**src/rtl/sprite_plot_sequencer.sv**
```systemverilog
// Per-frame sprite sequencer: erases every bird at its previous anchor, then draws
// every live bird at its new anchor, one clipped pixel per cycle into vga_adapter.
module sprite_plot_sequencer #(
   parameter int         NUM_BIRDS   = 4,
   parameter logic [2:0] BIRD_COLOUR = 3'b110,
   parameter logic [2:0] BG_COLOUR   = 3'b000,
   parameter int         X_MAX       = 160,
   parameter int         Y_MAX       = 120
) (
   input  logic                   CLOCK_50,
   input  logic                   reset,
   input  logic                   frame_tick,
   input  logic [8*NUM_BIRDS-1:0] bird_x,
   input  logic [7*NUM_BIRDS-1:0] bird_y,
   input  logic [NUM_BIRDS-1:0]   bird_alive,
   output logic [7:0]             vga_x,
   output logic [6:0]             vga_y,
   output logic [2:0]             vga_colour,
   output logic                   vga_plot,
   output logic                   busy,
   output logic                   done
);
   // state   | meaning
   // S_IDLE  | waiting for frame_tick, outputs quiet
   // S_ERASE | sweeping all birds at old anchors with BG_COLOUR
   // S_DRAW  | sweeping all birds at new anchors with BIRD_COLOUR
   // S_DONE  | one-cycle done pulse, then back to idle
   localparam logic [1:0] S_IDLE  = 2'd0;
   localparam logic [1:0] S_ERASE = 2'd1;
   localparam logic [1:0] S_DRAW  = 2'd2;
   localparam logic [1:0] S_DONE  = 2'd3;

   localparam int             BW        = (NUM_BIRDS > 1) ? $clog2(NUM_BIRDS) : 1;
   localparam logic [BW-1:0]  LAST_BIRD = BW'(NUM_BIRDS - 1);
   localparam logic [3:0]     LAST_PIX  = 4'd12;
   localparam logic [8:0]     X_LIM     = 9'(X_MAX);
   localparam logic [8:0]     Y_LIM     = 9'(Y_MAX);

   logic [1:0]             state;
   logic [BW-1:0]          bird;
   logic [3:0]             pix;
   logic [8*NUM_BIRDS-1:0] new_x, old_x;
   logic [7*NUM_BIRDS-1:0] new_y, old_y;
   logic [NUM_BIRDS-1:0]   new_alive, old_alive;
   logic                   last_slot;

   assign last_slot = (bird == LAST_BIRD) && (pix == LAST_PIX);

   always_ff @(posedge CLOCK_50 or negedge reset) begin
      if (!reset) begin
         state     <= S_IDLE;
         bird      <= '0;
         pix       <= '0;
         new_x     <= '0;
         new_y     <= '0;
         new_alive <= '0;
         old_x     <= '0;
         old_y     <= '0;
         old_alive <= '0;
      end else begin
         case (state)
            S_IDLE: begin
               if (frame_tick) begin
                  new_x     <= bird_x;
                  new_y     <= bird_y;
                  new_alive <= bird_alive;
                  bird      <= '0;
                  pix       <= '0;
                  state     <= S_ERASE;
               end
            end
            S_ERASE, S_DRAW: begin
               if (pix == LAST_PIX) begin
                  pix  <= '0;
                  bird <= (bird == LAST_BIRD) ? '0 : bird + 1'b1;
               end else begin
                  pix <= pix + 4'd1;
               end
               if (last_slot) begin
                  if (state == S_ERASE) begin
                     state <= S_DRAW;
                  end else begin
                     // new frame becomes the reference for next frame's erase
                     old_x     <= new_x;
                     old_y     <= new_y;
                     old_alive <= new_alive;
                     state     <= S_DONE;
                  end
               end
            end
            default: state <= S_IDLE;
         endcase
      end
   end

   logic [7:0] ax;
   logic [6:0] ay;
   logic       slot_alive;
   logic [3:0] dx, dy;
   logic [8:0] px, py;
   logic       on_screen;

   always_comb begin
      ax         = new_x[8*bird +: 8];
      ay         = new_y[7*bird +: 7];
      slot_alive = new_alive[bird];
      if (state == S_ERASE) begin
         ax         = old_x[8*bird +: 8];
         ay         = old_y[7*bird +: 7];
         slot_alive = old_alive[bird];
      end
      // duck shape offsets, two's complement in 4 bits
      case (pix)
         4'd0:    begin dx = 4'd0;     dy = 4'd0;     end
         4'd1:    begin dx = 4'd0;     dy = 4'd1;     end
         4'd2:    begin dx = -4'sd1;   dy = 4'd0;     end
         4'd3:    begin dx = -4'sd2;   dy = 4'd0;     end
         4'd4:    begin dx = -4'sd3;   dy = 4'd0;     end
         4'd5:    begin dx = -4'sd4;   dy = 4'd0;     end
         4'd6:    begin dx = -4'sd5;   dy = 4'd0;     end
         4'd7:    begin dx = -4'sd3;   dy = 4'd1;     end
         4'd8:    begin dx = -4'sd3;   dy = -4'sd1;   end
         4'd9:    begin dx = -4'sd4;   dy = 4'd2;     end
         4'd10:   begin dx = -4'sd4;   dy = -4'sd2;   end
         4'd11:   begin dx = -4'sd5;   dy = 4'd3;     end
         4'd12:   begin dx = -4'sd5;   dy = -4'sd3;   end
         default: begin dx = 4'd0;     dy = 4'd0;     end
      endcase
      // bit 8 set means the pixel landed left of / above the screen
      px        = {1'b0, ax} + {{5{dx[3]}}, dx};
      py        = {2'b0, ay} + {{5{dy[3]}}, dy};
      on_screen = !px[8] && (px < X_LIM) && !py[8] && (py < Y_LIM);

      vga_x      = '0;
      vga_y      = '0;
      vga_colour = '0;
      vga_plot   = 1'b0;
      if (busy) begin
         vga_x      = px[7:0];
         vga_y      = py[6:0];
         vga_colour = (state == S_ERASE) ? BG_COLOUR : BIRD_COLOUR;
         vga_plot   = slot_alive && on_screen;
      end
   end

   assign busy = (state == S_ERASE) || (state == S_DRAW);
   assign done = (state == S_DONE);

endmodule

```
**config.mk**
```make
export PLATFORM = sky130hd
export DESIGN_NAME = sprite_plot_sequencer
export DESIGN_NICKNAME = d
export VERILOG_FILES = /design/src/rtl/sprite_plot_sequencer.sv
export SDC_FILE = /design/constraint.sdc
export NUM_CORES = 1
export LEC_CHECK = 0
export BUFFER_PORTS_ARGS = -buffer_cell sky130_fd_sc_hd__clkbuf_2
export CAP_MARGIN = 25
export CORE_ASPECT_RATIO = 1.4
export CORE_MARGIN = 1.5
export CORE_UTILIZATION = 33
export CTS_BUF_LIST = sky130_fd_sc_hd__clkbuf_8
export DETAILED_ROUTE_END_ITERATION = 6
export PLACE_DENSITY = 0.52
export SLEW_MARGIN = 0
export SYNTH_ARGS = -nofsm -noshare
export SYNTH_HDL_FRONTEND = slang
export SYNTH_SLANG_ARGS = --single-unit
```
**constraint.sdc**
```tcl
create_clock -name CLOCK_50 -period 4.91 [get_ports CLOCK_50]
set_input_delay 0.2455 -clock CLOCK_50 [delete_from_list [all_inputs] [get_ports CLOCK_50]]
set_output_delay 0.2455 -clock CLOCK_50 [all_outputs]
set_load 0.005 [all_outputs]
```
==> summary.md <==
| Metric | Value |
|---|---|
| First-pass detailed-route iteration total | 4 |
| Synth Instances | just over 500 |
| GRT Residual Overflow | 0 |
| Max IR drop VDD | 0.000138 V |
| Outcome | finished clean |
| Critical Path End Type | output port |
| Synth warnings | 0 |
| Worst-margin pin slew | 0.865 ns |
| Synth top area share | 0.473 |
| Final setup vio count | 0 |
| Setup crit start kind | flop |
| Post-synth design cell area | about 0.0072 mm^2 |
| DR iter-0 viols | between 200 and 250 |
| RSZ-0062 raised after global routing | false |
| Inserted Diodes | 0 |
| Bufs on Longest Clock Path | 2 |
| Post-CTS setup buffers | 0 |
| Yosys reg bits | 136 |
| Drt wl/cell | about 17 um |
| R2R Path Start | state[0] |
| TritonCTS buffer count | 17 |
| Clock sink total | about 140 |
| Fin util | 0.406 |
| Die Ht | roughly 180 um |
| R2R depth | 6 |
| Hold WC Path Type | input port to flop |
| Die width | 128 um |
| Number of flops mapped to enable cells by yosys | 0 |
| Share of layout cells above drive strength 1 | 0.421 |
| Clock Latency Late Sink | 0.45 ns |
| First-pass GRT wire length | 24.9 mm |
| # rows | 63 |
| Port Buffers | 86 |
| Synth top area cells | dfrtp_1, mux2_2, mux4_2 |
| CP bufs+invs | 1 |
| CP arrival | roughly 4.2 ns |
| Initial Utilization | 0.338 |
| Nets | 732 |
| Top Ports | 88 |
| Slowest cell on crit path | dfrtp_2 |
| Synth area leader | dfrtp_1 |
| Register area share after synthesis | 0.473 |
| Clock Skew | 0.0153 ns |
| Antenna-violating nets left | 0 |
| Synth Net Count | 616 |
| Post-Route WL | roughly 15 mm |
| Layout fillers | 1,999 |
| Reg2Reg Setup Slack | 1.74 ns |
| Ys async rst share | 1.00 |
| Crit path kind | flop to output port |
| Post-route DRC | 0 |
| Clock Pin Slew Worst Setup and Hold Paths | approximately 0.080 ns |
| Total Die Area | 0.0227 mm^2 |
| Max-slew violations | 0 |
| Total track usage | 0.142 |
| Hold Vio Cnt, Final | 0 |
| CTS H-tree lvls | 4 |
| Root buf cell | clkbuf_8 |
| Slowest stage delay, CP | 0.79 ns |
| Worst Hold Launch | bird_alive[3] |
| CP required | 4.66 ns |
| Synthesized area per cell | about 14 um^2 |
| Number of global-route vias before repair | 4,760 |
| Minimum clock period | 4.43 ns |
| CP delay by family, top | multiplexers |
| CTS tree | yes |
| Vias per inst | 5.09 |
| Worst-path maximum fanout | 21 |
| P_leak | 4.34 nW |
| Hpwl dp | ~11 mm |
| Core Region | 0.0213 mm^2 |
| Pwr/cell area | 252 mW/mm^2 |
| Cells along the critical path | mux4_2 -> mux2_2 -> ha_1 -> fa_1 -> a21oi_1 -> nor2_1 -> nor3_1 -> xnor2_1 -> a221o_1 -> nor4_1 -> clkbuf_2 |
| FF-to-FF End | old_alive[2] |
| Design Area, Final | 0.00865 mm^2 |
| Largest net degree at the start of global routing | a little over 80 |
| Highest Clock Rate | roughly 230 MHz |
| Top FF cell, synth | dfrtp_1 |
| Final Cycle Share | 0.903 |
| Syn-to-layout area delta | 20.1% |
| GP Congestion | roughly 0.84 |
| Vias | between 4,000 and 5,000 |
| Netlist cell types | 49 |
| Slew margin rel. | 0.424 |
| Hold endpoint | new_alive[3] |
| Total Neg Setup Slack | 0 ns |
| Post-placement cell area | 0.00786 mm^2 |
| WHS Path Cells | 2 |
| Initial antenna violation count | 0 |
| Max-cap violations | 0 |
flip-flops by register name (all words and copies together) (netlist names):
name / count
bird: 2
old_alive: 4
old_x: 32
state: 2
new_alive: 4
pix: 4
new_y: 28
new_x: 32
old_y: 28
how the worst max path moves through the flow:
stage                     startpoint       end  slack [ns]  cells after the start
final                        bird[0]  vga_plot        0.48                     11
after global routing         bird[0]  vga_plot        0.05                     11
after CTS                   state[1]  vga_plot        0.07                     13
after detailed placement    state[1]  vga_plot        0.58                     13
after global placement      state[1]  vga_plot        0.71                     13
after floorplan             state[1]  vga_plot        1.19                     14
cell type report:
cell class | instances | area [um^2] | share of cell area
inverter | 10 | 37.5 | 0.00434
timing repair buffer | 127 | 848 | 0.0981
clock buffer | 18 | 248 | 0.0287
sequential | 136 | 3400 | 0.394
clock inverter | 14 | 184 | 0.0213
multi-input combinational | 341 | 3600 | 0.416
tap | 260 | 325 | 0.0376
cell usage after synthesis, types with 7 or more instances:
| cell | number |
|---|---|
| dfrtp_1 | 136 |
| ha_1 | 30 |
| o21ai_0 | 18 |
| nor2_1 | 20 |
| clkbuf_1 | 13 |
| mux2_1 | 43 |
| xnor2_1 | 7 |
| nand3_1 | 7 |
| mux2_2 | 101 |
| inv_1 | 9 |
| a21oi_1 | 7 |
| and2_1 | 8 |
| mux4_2 | 33 |
| nand2_1 | 10 |
power breakdown:
part / leakage (nW) / internal, mW / switching, mW
Clock: 0.212 / 0.527 / 0.465
Sequential: 1.88 / 1.12 / 0
Combinational: 2.25 / 0.0372 / 0.0333
metrics by stage:
| step | power [mW] | setup slack (ns) | hold slack, ns | std cells |
|---|---|---|---|---|
| after floorplan | 1.14 | 1.19 | -0.0501 | 517 |
| after global placement | 1.19 | 0.712 | 0.329 | 842 |
| after detailed placement | 1.19 | 0.577 | 0.345 | 842 |
| after CTS | 2.21 | 0.0662 | 0.000118 | 888 |
| after global routing | 2.28 | 0.0494 | 0.000922 | 906 |
| final | 2.18 | 0.476 | 0.0285 | 906 |
per-layer routing:
layer	GRT usage	up-vias	share of wire
met5	0	-	0
met1	0.182	2370	0.44
li1	-	2137	-
met2	0.235	89	0.50
met4	0.0529	0	0.022
met3	0.0317	20	0.031
cell usage in the layout, fill, tap and decap left out, types with 3 or more instances in the layout:
cell type	Yosys	routed
clkinv_4	0	3
mux4_2	33	33
nand2b_1	4	4
and2_1	8	8
nand2_1	10	9
nand3_1	7	7
buf_4	3	10
xnor2_1	7	7
clkbuf_8	0	18
bufinv_16	0	3
o21a_1	4	4
mux2_2	101	101
o31ai_1	3	3
ha_1	30	29
nor3_1	4	4
inv_6	0	6
nor2_1	20	20
a21oi_1	7	7
mux2_1	43	43
a211oi_1	5	5
clkbuf_2	0	85
o21ai_0	18	18
nor2b_1	3	3
xor2_1	5	5
a21o_1	3	3
inv_1	9	9
dlygate4sd3_1	0	30
dfrtp_1	136	135
what timing repair did:
item	in CTS	in global routing
endpoints found under the hold margin	67	16
resized for setup	0	2
endpoints found under the setup margin	0	1
hold buffers	14	16
cell families after synthesis:
family                   count (synthesis)  synth area share
flip-flops                             136             0.473
other                                    1          0.000521
buffers and inverters                   40            0.0297
XOR/XNOR                                12            0.0146
AND/OR/NAND/NOR                         65            0.0469
adder cells (fa/ha/maj)                 32            0.0577
AO/OA/AOI/OAI                           53            0.0483
multiplexers                           178             0.330
(Power assumes the default switching activity.)
